==> src/rtl/fifo_pkg.sv <==
// Shared types and defaults for the FIFO read streamer.
//   DATA_WIDTH_DEF / LEN_W_DEF : default data and burst-length widths
//   BUF_DEPTH                  : depth of the output buffer
//   rd_state_e                 : read controller FSM states
//   data_t                     : default-width data word
//   has_credit()               : may another FIFO read be issued this cycle
package fifo_pkg;

    localparam int DATA_WIDTH_DEF = 8;
    localparam int LEN_W_DEF      = 8;
    localparam int BUF_DEPTH      = 2;

    typedef enum logic [1:0] {IDLE, RUN, FLUSH, DONE} rd_state_e;

    typedef logic [DATA_WIDTH_DEF-1:0] data_t;

    // Words already buffered plus the one returning from the FIFO, minus the
    // one leaving this cycle, must leave room for one more read.
    function automatic logic has_credit(input logic [1:0] occ,
                                        input logic       inflight,
                                        input logic       pop);
        logic [2:0] outstanding;
        outstanding = {1'b0, occ} + {2'b00, inflight} - {2'b00, pop};
        return outstanding < 3'(BUF_DEPTH);
    endfunction

endpackage

==> src/rtl/stream_skid_buf.sv <==
// Two-entry, in-order output buffer presenting words on a valid/ready stream.
//   clk, rst  : clock and synchronous active-high reset
//   push      : capture data_in this cycle
//   data_in   : word to capture
//   m_valid   : head entry is valid
//   m_data    : head entry
//   m_ready   : downstream accepts the head this cycle
//   occ       : number of entries held (0..2)
module stream_skid_buf #(
    parameter int DATA_WIDTH = 8
) (
    input  logic                  clk,
    input  logic                  rst,
    input  logic                  push,
    input  logic [DATA_WIDTH-1:0] data_in,
    output logic                  m_valid,
    output logic [DATA_WIDTH-1:0] m_data,
    input  logic                  m_ready,
    output logic [1:0]            occ
);

    logic [DATA_WIDTH-1:0] head_q, head_d;
    logic [DATA_WIDTH-1:0] tail_q, tail_d;
    logic [1:0]            occ_q, occ_d;
    logic                  pop;

    always_comb begin
        pop    = (occ_q != 2'd0) && m_ready;
        head_d = head_q;
        tail_d = tail_q;
        occ_d  = occ_q;
        case ({push, pop})
            2'b10: begin
                if (occ_q == 2'd0) head_d = data_in;
                else               tail_d = data_in;
                occ_d = occ_q + 2'd1;
            end
            2'b01: begin
                head_d = tail_q;
                occ_d  = occ_q - 2'd1;
            end
            2'b11: begin
                // Occupancy unchanged: the new word lands behind whatever remains.
                if (occ_q == 2'd1) begin
                    head_d = data_in;
                end else begin
                    head_d = tail_q;
                    tail_d = data_in;
                end
            end
            default: ;
        endcase
    end

    always_ff @(posedge clk) begin
        if (rst) begin
            head_q <= '0;
            tail_q <= '0;
            occ_q  <= 2'd0;
        end else begin
            head_q <= head_d;
            tail_q <= tail_d;
            occ_q  <= occ_d;
        end
    end

    always_ff @(posedge clk) begin
        if (!rst) begin
            assert (!(push && !pop && occ_q == 2'd2))
                else $error("stream_skid_buf: push into full buffer");
        end
    end

    assign m_valid = (occ_q != 2'd0);
    assign m_data  = head_q;
    assign occ     = occ_q;

endmodule

==> src/rtl/fifo_read_streamer.sv <==
// Drains a programmed burst from a synchronous FIFO onto a valid/ready stream,
// absorbing the FIFO's one-cycle read latency with a two-entry buffer.
//   clk, rst_n     : clock; rst_n is a synchronous ACTIVE-HIGH reset
//   fifo_data_out  : FIFO read data, valid the cycle after fifo_rd_en
//   fifo_empty     : FIFO empty flag
//   fifo_rd_en     : FIFO read strobe
//   start          : launches a burst (accepted only when idle)
//   burst_len      : words in the burst, sampled with start
//   m_valid/m_data : output stream, m_ready is the downstream accept
//   busy           : burst in progress
//   done           : one-cycle completion pulse
//   words_sent     : words accepted downstream in the current or last burst
module fifo_read_streamer
    import fifo_pkg::*;
#(
    parameter int DATA_WIDTH = DATA_WIDTH_DEF,
    parameter int LEN_W      = LEN_W_DEF
) (
    input  logic                  clk,
    input  logic                  rst_n,
    input  logic [DATA_WIDTH-1:0] fifo_data_out,
    input  logic                  fifo_empty,
    output logic                  fifo_rd_en,
    input  logic                  start,
    input  logic [LEN_W-1:0]      burst_len,
    output logic                  m_valid,
    output logic [DATA_WIDTH-1:0] m_data,
    input  logic                  m_ready,
    output logic                  busy,
    output logic                  done,
    output logic [LEN_W-1:0]      words_sent
);

    rd_state_e        state_q, state_d;
    logic [LEN_W-1:0] reads_left_q, reads_left_d;
    logic [LEN_W-1:0] len_q, len_d;
    logic [LEN_W-1:0] words_sent_q, words_sent_d;
    logic             inflight_q, inflight_d;
    logic [1:0]       occ;
    logic             pop;

    // The word read last cycle is on fifo_data_out now and is captured here.
    stream_skid_buf #(
        .DATA_WIDTH(DATA_WIDTH)
    ) u_buf (
        .clk     (clk),
        .rst     (rst_n),
        .push    (inflight_q),
        .data_in (fifo_data_out),
        .m_valid (m_valid),
        .m_data  (m_data),
        .m_ready (m_ready),
        .occ     (occ)
    );

    always_comb begin
        state_d      = state_q;
        reads_left_d = reads_left_q;
        len_d        = len_q;
        words_sent_d = words_sent_q;

        pop        = m_valid && m_ready;
        fifo_rd_en = (state_q == RUN) && !fifo_empty && (reads_left_q != '0)
                     && has_credit(occ, inflight_q, pop);
        inflight_d = fifo_rd_en;

        if (fifo_rd_en) reads_left_d = reads_left_q - 1'b1;
        if (pop && (words_sent_q != len_q)) words_sent_d = words_sent_q + 1'b1;

        case (state_q)
            IDLE: begin
                if (start) begin
                    len_d        = burst_len;
                    reads_left_d = burst_len;
                    words_sent_d = '0;
                    state_d      = (burst_len == '0) ? DONE : RUN;
                end
            end
            RUN: begin
                if (fifo_rd_en && (reads_left_q == LEN_W'(1))) state_d = FLUSH;
            end
            FLUSH: begin
                // Looking at the post-pop count lets done follow the last pop directly.
                if (words_sent_d == len_q) state_d = DONE;
            end
            DONE: begin
                state_d = IDLE;
            end
            default: state_d = IDLE;
        endcase
    end

    always_ff @(posedge clk) begin
        if (rst_n) begin
            state_q      <= IDLE;
            reads_left_q <= '0;
            len_q        <= '0;
            words_sent_q <= '0;
            inflight_q   <= 1'b0;
        end else begin
            state_q      <= state_d;
            reads_left_q <= reads_left_d;
            len_q        <= len_d;
            words_sent_q <= words_sent_d;
            inflight_q   <= inflight_d;
        end
    end

    assign busy       = (state_q == RUN) || (state_q == FLUSH);
    assign done       = (state_q == DONE);
    assign words_sent = words_sent_q;

endmodule

==> config.mk <==
export PLATFORM = sky130hd
export DESIGN_NAME = fifo_read_streamer
export DESIGN_NICKNAME = d
export VERILOG_FILES = /design/src/rtl/fifo_pkg.sv /design/src/rtl/stream_skid_buf.sv /design/src/rtl/fifo_read_streamer.sv
export SDC_FILE = /design/constraint.sdc
export NUM_CORES = 1
export LEC_CHECK = 0
export CORE_MARGIN = 5
export CORE_UTILIZATION = 25
export DETAILED_ROUTE_END_ITERATION = 10
export SYNTH_ARGS = -nofsm -noshare
export SYNTH_HDL_FRONTEND = slang
export SYNTH_SLANG_ARGS = --single-unit
==> constraint.sdc <==
create_clock -name clk -period 6.27 [get_ports clk]
set_input_delay 0.627 -clock clk [delete_from_list [all_inputs] [get_ports clk]]
set_output_delay 0.627 -clock clk [all_outputs]
set_load 0.03 [all_outputs]
# Word level (Yosys, flattened, before mapping)
# Index checks and enable logic that the tools add are counted.
[totals] ff_bits=45 in_bits=21 out_inout_bits=20 word_cells=69
[classes] addsub=6 magnitude_cmp=1 eq_ne=16 muxes=18 n_reduce_logical=20
[ops] operator="two-way mux 8 bit" n=10
[ops] operator="one-hot mux 8 bit (3 select lines)" n=1
[ops] operator="one-hot mux 8 bit (2 select lines)" n=1
[ops] operator="adder 8 x 1 -> 8 bit, second input constant" n=1
[ops] operator="equality test 2 bit, second input constant" n=4
[ops] operator="equality test 8 x 1 -> 1 bit, second input constant" n=1
[ops] operator="equality test 8 bit" n=1
[ops] operator="zero test 8 bit" n=1
[ops] operator="two-way mux 2 bit" n=4
[ops] operator="!= test 2 bit, second input constant" n=4
[ops] operator="!= test 8 bit" n=1
[ops] operator="one-hot mux 2 bit (4 select lines)" n=1
[ops] operator="nonzero test 8 bit" n=1
[ops] operator="subtractor 8 x 1 -> 8 bit, second input constant" n=1
[ops] operator="equality test 2 x 1 -> 1 bit, second input constant" n=3
[ops] operator="logical AND 1 bit" n=6
[ops] operator="AND reduction 3 bit" n=2
[ops] operator="nonzero test 2 bit" n=3
[ops] operator="zero test 2 bit" n=2
[ops] operator="!= test 2 x 1 -> 1 bit, second input constant" n=2
[ops] operator="one-hot mux 2 bit (2 select lines)" n=1
[ops] operator="AND reduction 2 bit" n=2
[ops] operator="adder 2 x 1 -> 3 bit" n=1
[ops] operator="less-than comparator 3 x 2 -> 1 bit, second input constant" n=1
[ops] operator="6 further kinds" n=6

# Depth between registers and ports, before layout
# Gate-level depths: netlist (run 1).
[depth] ltp_word=8 depth_mapped=15 mapped_depth_nobuf=15

# By module
# A second synthesis (run 1) with hierarchy kept.
[hier_totals] cells_unflattened=282 area_unflattened_um2=2630.0
[modules_own_cells] module="fifo_read_streamer" n_inst=1 cells_per_inst=192 area_per_inst_um2=1662.8 seq_area_each_um2=540.5
[modules_own_cells] module="stream_skid_buf" n_inst=1 cells_per_inst=90 area_per_inst_um2=967.2 seq_area_each_um2=360.3

# Worst setup path before layout (run 1)
# No wires, ideal clock.
[synth_path] path_kind="flip-flop to flip-flop" startpoint="reg u_buf.occ_q[1], in the netlist u_buf.occ[1]" endpoint="reg state_q[1]" setup_time_ns=0.095 arrival_time_ns=3.451 required_time_ns=6.175 setup_slack_ns=2.723 path_stages_with_launch=15 path_buffers=0 synth_period_minus_slack_ns=3.547 cell_sequence="dfxtp_1 -> inv_1 -> ha_1 -> inv_1 -> nand2_1 -> nor2_1 -> o21ai_0 -> fa_1 -> and4bb_2 -> nand4b_1 -> a22o_1 -> a2111oi_4 -> o211ai_1 -> or3_1 -> a221oi_1"
[synth_between] elab_chain_cells=8 word_cells_on_any_way=13 cone_classes="2 x add/sub; 1 x order compare; 3 x eq/ne; 1 x mux; 6 x reduce/logical"
[synth_lines] item="start: declaration" line="stream_skid_buf.sv:24" rtl="logic [1:0] occ_q, occ_d;"
[synth_lines] item="start signal: assignment" line="stream_skid_buf.sv:59" rtl="occ_q <= 2'd0;"
[synth_lines] item="start signal: assignment" line="stream_skid_buf.sv:63" rtl="occ_q <= occ_d;"
[synth_lines] item="nonzero test 2 bit *" line="stream_skid_buf.sv:74" rtl="assign m_valid = (occ_q != 2'd0);"
[synth_lines] item="named net m_valid" line="fifo_read_streamer.sv:26" rtl="output logic m_valid,"
[synth_lines] item="logical AND 1 bit *" line="fifo_read_streamer.sv:62" rtl="pop = m_valid && m_ready;"
[synth_lines] item="subtractor 3 x 1 -> 3 bit" line="fifo_pkg.sv:23" rtl="outstanding = {1'b0, occ} + {2'b00, inflight} - {2'b00, pop};"
[synth_lines] item="less-than comparator 3 x 2 -> 1 bit" line="fifo_pkg.sv:24" rtl="return outstanding < 3'(BUF_DEPTH);"
[synth_lines] item="logical AND 1 bit" line="fifo_read_streamer.sv:64" rtl="&& has_credit(occ, inflight_q, pop);"
[synth_lines] item="logical AND 1 bit" line="fifo_read_streamer.sv:80" rtl="if (fifo_rd_en && (reads_left_q == LEN_W'(1))) state_d = FLUSH;"
[synth_lines] item="!= test 2 x 1 -> 1 bit (no source line)"
[synth_lines] item="AND reduction 3 bit (no source line) *"
[synth_lines] item="end signal: assignment" line="fifo_read_streamer.sv:101" rtl="state_q <= state_d;"
[synth_lines] item="end: declaration" line="fifo_read_streamer.sv:34" rtl="rd_state_e state_q, state_d;"
# The timed path passes the listed nets; every way through them passes the cells marked *.
# A chain may end at the register's enable or synchronous reset.

# Worst setup path after layout (run 1)
[layout_path] startpoint="in m_ready" endpoint="out fifo_rd_en"
[layout_between] elab_chain_cells=4
[layout_lines] item="start: declaration" line="fifo_read_streamer.sv:28" rtl="input logic m_ready,"
[layout_lines] item="logical AND 1 bit" line="fifo_read_streamer.sv:62"
[layout_lines] item="subtractor 3 x 1 -> 3 bit" line="fifo_pkg.sv:23"
[layout_lines] item="less-than comparator 3 x 2 -> 1 bit" line="fifo_pkg.sv:24"
[layout_lines] item="logical AND 1 bit" line="fifo_read_streamer.sv:64"
[layout_lines] item="end: declaration" line="fifo_read_streamer.sv:23" rtl="output logic fifo_rd_en,"
# Every way passes these cells.

==> results of run 1 <==
[synth_stat cells (2+ instances only)]
library cell,instances
and4_1,2
nor2b_1,4
nand2b_1,4
a22oi_1,8
nand2_1,38
nand3_1,5
nor4b_1,2
a211oi_1,9
nand4b_1,2
nor4_4,2
or4_1,2
nor2_1,36
clkbuf_1,5
ha_1,12
dfxtp_1,45
a2111oi_4,2
o211ai_1,2
xor2_1,11
o21ai_0,13
buf_2,3
mux2i_1,10
a21oi_1,8
or2_2,2
nand4_1,2
inv_1,9
xnor2_1,18
o22ai_1,2
[path summary, 6_finish.rpt]
kind                     start          to  slack (ns)
hold / removal        len_q[4]    len_q[4]        0.47
setup / recovery       m_ready  fifo_rd_en        2.14
hold reg to reg       len_q[4]    len_q[4]        0.47
setup reg to reg  u_buf.occ[1]  state_q[1]        2.55
[flip-flops by register name, summed over array words and instances, names as in the netlist]
signal        flops
len_q             8
reads_left_q      8
u_buf.m_data      8
u_buf.tail_q      8
words_sent        8
state_q           2
u_buf.occ         2
inflight_q        1
[layout make-up]
class                   count  area, um2
fillers                  1020       6593
well taps                 133      166.4
repair buffers             40      400.4
multi-input cells         214       1466
inverters                  10      37.54
flip-flops and latches     45      900.9
clock buffers               6      82.58
clock inverters             2      37.54
[cell families (layout without fill, tap and decap cells)]
kind of cell	Yosys count	in the layout	synth area share
fa+ha+maj	13	13	0.06925
simple gates	109	109	0.2266
flops	45	45	0.3666
xor+xnor	29	29	0.1034
compound gates	53	53	0.1568
buf+inv	20	58	0.03666
mux	10	10	0.04073
[per-stage QoR]
step	hold slack [ns]	power [mW]
5_1_grt	0.4812	1.325
2_1_floorplan	0.4349	0.8460
3_3_place_gp	0.4529	1.002
3_5_place_dp	0.4531	1.011
4_1_cts	0.4674	1.247
6_report	0.4673	1.235
[worst register-to-register path: stages (launching register included)]
cell and delay [ns]:
dfxtp_1 0.35, inv_1 0.11, ha_1 0.20, inv_1 0.08, nand2_1 0.21, clkinv_1 0.25
nor2_1 0.13, o21ai_0 0.10, fa_1 0.53, and4bb_2 0.23, nand4b_1 0.08, a22o_1 0.23
a2111oi_4 0.27, o211ai_1 0.15, or3_1 0.42, a221oi_1 0.27
[power by group]
part           total (mW)  switching [mW]  internal (mW)  leakage (nW)
combinational       0.596           0.343          0.253         0.653
clock               0.230           0.101          0.130        0.0574
sequential          0.408          0.0595          0.348         0.366
total                1.23           0.504          0.731          1.08
[per-layer routing]
layer  global-route usage  vias to the layer above  wire (um)
met5                    0                        -          0
met4              0.04599                        0        165
met3              0.01954                       13        221
met2               0.1610                       47       2709
met1               0.1387                      950       2787
li1                     -                     1043          -
==> metrics, run 1 <==
die area=11910 um2; diodes inserted=0; core area=9684 um2; setup TNS=0 ns; cell family contributing the most delay on the critical path=buffers and inverters; most frequent CP cell=clkdlybuf4s50_1; Initial Util=0.2537; pre-CTS setup slack=2.130 ns; final non-filler cell total=450; Syn Nets=313; CTS root buffer=clkbuf_8; Hold WC Path Type=reg2reg; Crit path depth=9; Tmin final=4.132 ns; setup ws final=2.138 ns; layout cells sized above 1=0.05994; Worst Tran Pin Value=1.059 ns; commonest non-fill, non-tap cell in the layout=dfxtp_1; cts repair resizes=0; Post-DRT Antenna Nets=0; relative slew slack=0.2894; cell row count=36; Vias=2053; Hold Vio Cnt, Final=0; Critical Path Sink Type=output pin; gr usage total=0.1035; Peak VDD IR=127.5 uV; post-synth cell types=48; cts hold-fix bufs=0; Buf/Inv on CP=3; Pre-Repair DR Iteration Count=4; RSZ-0062 raised after global routing=false; Fmax=242.0 MHz; top cell type's share of synthesized area=0.3666; Slowest cell on crit path=clkdlybuf4s50_1; Die X=109.1 um; commonest non-fill, non-tap cells in the layout=45 x dfxtp_1, 40 x clkdlybuf4s50_1, 38 x nand2_1; CP max stage delay=0.76 ns; clk_skew=0.007207 ns; depth of the worst register-to-register path=15; GP Congestion=0.8517; CTS tree=done; #FFs+latches synth=45; TritonCTS buffer count=5; Avg WL per Cell=13.08 um; status=complete, no violations; Clock Sinks=45; Crit Path Category=in2out; area of the mapped netlist=2457 um2; largest net degree at the start of global routing=25; Synth area leaders=dfxtp_1 37%, xnor2_1 6.4%, ha_1 6.1%; area leader, netlist=dfxtp_1; Post-synth top flop=dfxtp_1; CP Data Required Time=5.64 ns; Buffers on Ports=40; area grow syn2layout=25.81%; DRC errors left=0; Async S/R FF share, synth=0; boundary pin count=41; initial antenna violation count=0; Post-DP HPWL=4556 um; crit-path cells=clkdlybuf4s50_1 > nand2_1 > clkinv_1 > nor2_1 > o21ai_0 > fa_1 > xor2_1 > nor4_4 > clkdlybuf4s50_1; synth warn=0; drt first-iter violations=129; clk slew on worst S/H paths=0.09 ns; CTS Buffer Depth=2; cell count after placement=442; Post-CTS Setup Inserts=0; fin area=3092 um2; die height=109.1 um; Avg Cell Area, Syn=8.808 um2; Critical Path Source Type=primary input; Lkg Pwr=1.077 nW; first-pass GRT wire length=9873 um; Placed Area=2972 um2; synthesized instance count=279; Core Util, Final=0.3193; Final Cycle Share=0.6590; Max-Cap Viols=0; Total Wirelength=5884 um; H-tree Lvls=2; Post-synth EDFFs=0; Worst EP arrival=3.50 ns; post-synthesis sequential area ratio=0.3666; Final Max Slew Viols=0; gr ovfl total=0; # setup viols final=0; Skew-Pair Late Insertion Delay=0.30 ns; peak fanout along the critical path=8; final net count=350; power per cell area=399.3 nW/um2; DR vias/cell=4.562; hold depth=2; vias in the first global route=2043
No activity file was read; power rests on OpenSTA's default activity.
==> run 2, diff against run 1 <==
- clock period: 6.27 -> 4.1 ns (I/O delays scaled with it)
==> run 2 against run 1 <==
Effect of this change:
- clock power up 18%
- via count up 1.9%
- global-route usage up 0.19 points
- routed wire length up 1.6%
- critical path type is now reg2reg
- critical endpoint is now state_q[1]
- largest cell class unchanged
==> metrics, run 2 (same netlist as run 1, synthesis figures left out) <==
Total Wirelength=5981 um (+1.6%); gr usage total=0.1054 (+0.001882); TritonCTS buffer count=5 (unchanged); Clock Sinks=45 (unchanged); cell row count=36 (unchanged); Slowest cell on crit path=fa_1; commonest non-fill, non-tap cells in the layout=45 x dfxtp_1, 39 x clkdlybuf4s50_1, 38 x nand2_1; Hold Vio Cnt, Final=0 (unchanged); drt first-iter violations=81 (-37%); Post-CTS Setup Inserts=0 (unchanged); commonest non-fill, non-tap cell in the layout=dfxtp_1; status=complete, no violations; setup TNS=0 ns (unchanged); worst min-delay path startpoint=len_q[6]; diodes inserted=0 (unchanged); Post-DRT Antenna Nets=0 (unchanged); crit-path cells=inv_1 > ha_1 > inv_1 > nand2_1 > nor2_1 > o21ai_0 > fa_1 > and4bb_2 > nand4b_1 > a22o_1 > a2111oi_4 > o211ai_1 > or3_1 > a221oi_1; first-pass GRT wire length=10050 um (+1.8%); gr ovfl total=0 (unchanged); Pre-Repair DR Iteration Count=4 (unchanged); final net count=351 (+0.29%); cts repair resizes=0 (unchanged); Peak VDD IR=192.6 uV (+51%); CTS root buffer=clkbuf_8; Final Max Slew Viols=0 (unchanged); Hold WS=0.4677 ns (+0.0003490 ns); relative slew slack=0.3225 (+0.03315); Hold WC Path Type=reg2reg; Lkg Pwr=1.087 nW (+0.90%); Fmax=272.6 MHz; power per cell area=591.5 nW/um2 (+48%); initial antenna violation count=0 (unchanged); Skew-Pair Late Insertion Delay=0.30 ns (about the same); RSZ-0062 raised after global routing=false; fin area=3068 um2 (-0.77%); CP Data Required Time=4.29 ns (-1.35 ns); core area=9684 um2 (unchanged); Critical Path Sink Type=flip-flop; Die X=109.1 um (unchanged); DRC errors left=0 (unchanged); Buffers on Ports=40 (unchanged); Vias=2091 (+1.9%); Critical Path Source Type=flip-flop; total power=1.815 mW (+47%); RR Startpoint=u_buf.occ[1]; peak fanout along the critical path=6 (-2); boundary pin count=41 (unchanged); most frequent CP cell=inv_1; Max-Cap Viols=0 (unchanged); area grow syn2layout=24.85%; layout cells sized above 1=0.06289 (+0.002956); cts hold-fix bufs=0 (unchanged); largest net degree at the start of global routing=25 (unchanged); Final Cycle Share=0.8947; cell family contributing the most delay on the critical path=simple AND/OR/NAND/NOR gates; Buf/Inv on CP=2 (-1); clk_skew=0.009124 ns (+0.001918 ns); Worst Tran Pin Value=1.009 ns (-0.04940 ns); GP Congestion=0.8686 (+2.0%); Fill cells=992 (-2.7%); vias in the first global route=2046 (+0.15%); Initial Util=0.2537 (unchanged); DR vias/cell=4.636 (+1.6%); Crit Path Category=reg2reg; Post-DP HPWL=4644 um (+1.9%); Tmin final=3.668 ns; die height=109.1 um (unchanged); Avg WL per Cell=13.26 um (+1.4%); CP max stage delay=0.52 ns (-0.24 ns); area of the multi-input gates=1466 um2 (unchanged); CTS tree=done; die area=11910 um2 (unchanged); clk slew on worst S/H paths=0.09 ns (about the same); Placed Area=2979 um2 (+0.25%); # setup viols final=0 (unchanged); Setup crit start=u_buf.occ[1]; H-tree Lvls=2 (unchanged); CTS Buffer Depth=2 (unchanged); Register Area=900.9 um2 (unchanged); Worst EP arrival=3.86 ns (+0.36 ns)
==> run 2: cell types whose count changed in the layout (fill, tap and decap cells not counted), sizes merged <==
cell           previous run  this run
clkbuf                    6         5
clkdlybuf4s50            40        39
buf                       0         1
dlymetal6s2s              0         1
bufinv                    1         0
clkinv                    1         3
==> run 2: cell type report <==
class | count | share of cell area
clock inverters | 3 | 0.005710
well taps | 133 | 0.05424
multi-input cells | 214 | 0.4780
repair buffers | 41 | 0.1338
inverters | 10 | 0.01223
flip-flops and latches | 45 | 0.2936
clock buffers | 5 | 0.02243
==> run 2: power by group <==
group	internal (mW)	leakage, nW	switching, mW
Clock	0.118	0.0439	0.155
Combinational	0.392	0.676	0.529
Sequential	0.533	0.366	0.0884
==> run 2: metrics by stage <==
stage | worst slack, ns | utilization | cells
floorplan | 0.5533 | - | 279
global placement | 0.4454 | 0.3076 | 443
detailed placement | 0.3403 | 0.3076 | 443
CTS | 0.2694 | 0.3165 | 451
global route | 0.06632 | 0.3168 | 451
finish | 0.4318 | 0.3168 | 451
==> run 2: final timing paths <==
check | end | slack (ns) | depth (start not counted)
worst max-delay path | state_q[1] | 0.43 | 14
worst min register to register | len_q[6] | 0.47 | 2
worst max register to register | state_q[1] | 0.43 | 14
worst min-delay path | len_q[6] | 0.47 | 2
==> run 2: worst reg2reg max path, cell delays in order (launching register included) <==
cell       delay (ns)
dfxtp_1          0.40
inv_1            0.10
ha_1             0.22
inv_1            0.09
nand2_1          0.19
nor2_1           0.22
o21ai_0          0.14
fa_1             0.52
and4bb_2         0.23
nand4b_1         0.09
a22o_1           0.23
a2111oi_4        0.27
o211ai_1         0.15
or3_1            0.42
a221oi_1         0.29
==> run 2: layer usage <==
layer	global-route usage	wire length, um	up-vias
met5	0	0	-
met4	0.04058	119	0
met3	0.02783	321	8
met2	0.1610	2777	46
met1	0.1414	2763	984
li1	-	-	1053
==> run 3, diff against run 2 <==
- ABC_AREA: not set -> 1
==> run 3 against run 2 <==
Effect of this change:
- non-clock buffer count is the same
- count of clock-buffer cells in the layout stayed put
- first-iteration DRC count grew 46%
- hold slack worse by 0.018 ns
- power is 0.54% higher
- clock skew shrank 0.0058 ns
- core utilization shrank 0.19 points
- setup slack gained 0.00085 ns
- sequential cell count unchanged
- synthesized cell count up 31%
- combinational power is essentially flat
- maximum frequency is essentially flat
==> metrics, run 3 <==
die height=111.5 um (+2.2%); Slowest cell on crit path=clkdlybuf4s50_1; cell row count=37 (+2.8%); flop2flop setup slack=1.02 ns (+0.59 ns); top post-synthesis cells by count=67 x nand2_1, 55 x inv_1, 45 x dfxtp_1; CTS tree=done; CP Data Required Time=3.69 ns (-0.60 ns); Crit Path Category=reg2out; gr usage total=0.1052 (-0.0001920); clk slew on worst S/H paths=0.08 ns (about the same); Lkg Pwr=1.442 nW (+33%); drt first-iter violations=118 (+46%); peak fanout along the critical path=11 (+5); post-synthesis sequential area ratio=0.3495 (-0.01708); Post-CTS Setup Inserts=0 (unchanged); Hold WC Path Type=reg2reg; H-tree Lvls=2 (unchanged); CTS Buffer Depth=2 (unchanged); setup TNS=0 ns (unchanged); CP max stage delay=0.69 ns (+0.17 ns); clk_skew=0.003322 ns (-0.005802 ns); commonest non-fill, non-tap cell in the layout=nand2_1; Hold Path Sink=u_buf.tail_q[5]; Final Max Slew Viols=0 (unchanged); boundary pin count=41 (unchanged); #FFs+latches synth=45 (unchanged); # setup viols final=0 (unchanged); status=complete, no violations; die area=12440 um2 (+4.4%); post-synth cell types=29 (-40%); Critical Path Source Type=flip-flop; Post-DP HPWL=5174 um (+11%); largest net degree at the start of global routing=21 (-16%); cts repair resizes=0 (unchanged); CTS root buffer=clkbuf_8; Critical Path Sink Type=output pin; Buffers on Ports=40 (unchanged); Hold Vio Cnt, Final=0 (unchanged); RR Startpoint=u_buf.occ[1]; reg2reg end=reads_left_q[7]; core area=10180 um2 (+5.2%); cts hold-fix bufs=0 (unchanged); Tmin final=3.667 ns (-0.0008540 ns); Register Area=900.9 um2 (unchanged); Syn Nets=400 (+28%); area of the multi-input gates=1395 um2 (-4.9%); Post-synth EDFFs=0 (unchanged); synth warn=0 (unchanged); vias in the first global route=2317 (+13%); crit-path cells=inv_1 > ha_1 > inv_2 > nand2_2 > inv_1 > nor2_1 > o21ai_0 > fa_1 > nand3b_1 > nor2_1 > nand2_1 > inv_1 > clkdlybuf4s50_1; hold depth=2 (unchanged); Worst EP arrival=3.26 ns (-0.60 ns); DRC errors left=0 (unchanged); Initial Util=0.2531 (-0.0006755); Synth area leaders=dfxtp_1 35%, nand2_1 9.8%, inv_1 8.0%; Pre-Repair DR Iteration Count=4 (unchanged); Peak VDD IR=174.6 uV (-9.3%); Clock Sinks=45 (unchanged); RSZ-0062 raised after global routing=false; TritonCTS buffer count=5 (unchanged); area grow syn2layout=24.42%; Fill cells=1111 (+12%); relative slew slack=0.3816 (+0.05907); final net count=440 (+25%); layout cells sized above 1=0.06404 (+0.001146); top cell type's share of synthesized area=0.3495 (-0.01708); Avg Cell Area, Syn=7.042 um2 (-20%); most frequent CP cell=inv_1; DR vias/cell=4.400 (-5.1%); diodes inserted=0 (unchanged); worst min-delay path startpoint=u_buf.tail_q[5]; most frequent cell after synthesis=nand2_1; Async S/R FF share, synth=0 (unchanged); Vias=2385 (+14%); Fmax=272.7 MHz (about the same); Skew-Pair Late Insertion Delay=0.29 ns (about the same); total power=1.825 mW (+0.54%); Post-DRT Antenna Nets=0 (unchanged); synthesized instance count=366 (+31%); gr ovfl total=0 (unchanged); Avg WL per Cell=11.76 um (-11%); area of the mapped netlist=2577 um2 (+4.9%); commonest non-fill, non-tap cells in the layout=67 x nand2_1, 55 x inv_1, 45 x dfxtp_1; area leader, netlist=dfxtp_1; Max-Cap Viols=0 (unchanged); GP Congestion=0.8491 (-2.2%); power per cell area=569.0 nW/um2 (-3.8%); initial antenna violation count=0 (unchanged); Worst Tran Pin Value=0.9214 ns (-0.08802 ns); Post-synth top flop=dfxtp_1; Final Cycle Share=0.8945 (about the same); Total Wirelength=6374 um (+6.6%); Die X=111.5 um (+2.2%); first-pass GRT wire length=10830 um (+7.8%); depth of the worst register-to-register path=18 (+4)
[run 3: cell types whose count changed after synthesis, moves of 7 or more]
cell      delta
a211oi_1     -9
a21oi_1      +7
a22oi_1      -8
inv_1       +46
nand2_1     +29
nand2_2      +7
nand3_1     +29
o21ai_0     +15
xnor2_1     -18
[run 3: worst max path at each step]
| stage | from | end | cells past startpoint |
|---|---|---|---|
| after floorplan | u_buf.occ[1] | reads_left_q[6] | 17 |
| final | u_buf.occ[1] | fifo_rd_en | 13 |
| after detailed placement | m_ready | fifo_rd_en | 11 |
| after CTS | u_buf.occ[1] | fifo_rd_en | 13 |
| after global placement | m_ready | fifo_rd_en | 11 |
| after global routing | u_buf.occ[1] | fifo_rd_en | 13 |
[run 3: stage by stage]
stage	utilization	cells	cell area [um2]	hold WS, ns	setup slack [ns]
after floorplan	-	366	2577	0.4239	1.109
after global placement	0.3047	535	3103	0.4357	0.6166
after detailed placement	0.3047	535	3103	0.4397	0.5643
after CTS	0.3149	542	3207	0.4524	0.3974
after global routing	0.3149	542	3207	0.4776	0.1127
final	0.3149	542	3207	0.4497	0.4327
[run 3: routing by layer]
metal	global-route usage	vias up	part of all wire
met5	0	-	0
met1	0.1207	1101	0.42
met4	0.03731	0	0.017
met3	0.02283	7	0.032
met2	0.1918	34	0.53
li1	-	1243	-
[run 3: logic make-up after synthesis]
logic type | after synthesis | share of synthesized area
flops | 45 | 0.3495
fa+ha+maj | 13 | 0.06602
buf+inv | 69 | 0.1092
compound gates | 48 | 0.09660
mux | 8 | 0.03107
xor+xnor | 16 | 0.05437
simple gates | 167 | 0.2932
[run 3: worst max-delay path: cells and delay by family (launching register included)]
kind            cells  cell delay (ns)
buf+inv             5             1.20
simple gates        5             0.60
compound gates      1             0.11
fa+ha+maj           2             0.70
flops               1             0.35
[run 3: report_power, final]
part | switching [mW] | internal (mW) | leakage (nW) | total, mW
Sequential | 0.0544 | 0.528 | 0.366 | 0.582
Combinational | 0.577 | 0.341 | 1.02 | 0.918
Clock | 0.147 | 0.177 | 0.0540 | 0.324
[run 3: final cells by class]
type                    instances  area share
repair buffers                 41      0.1272
multi-input cells             252      0.4350
clock inverters                 2     0.01092
inverters                      61     0.07140
flip-flops and latches         45      0.2809
well taps                     136     0.05306
clock buffers                   5     0.02146
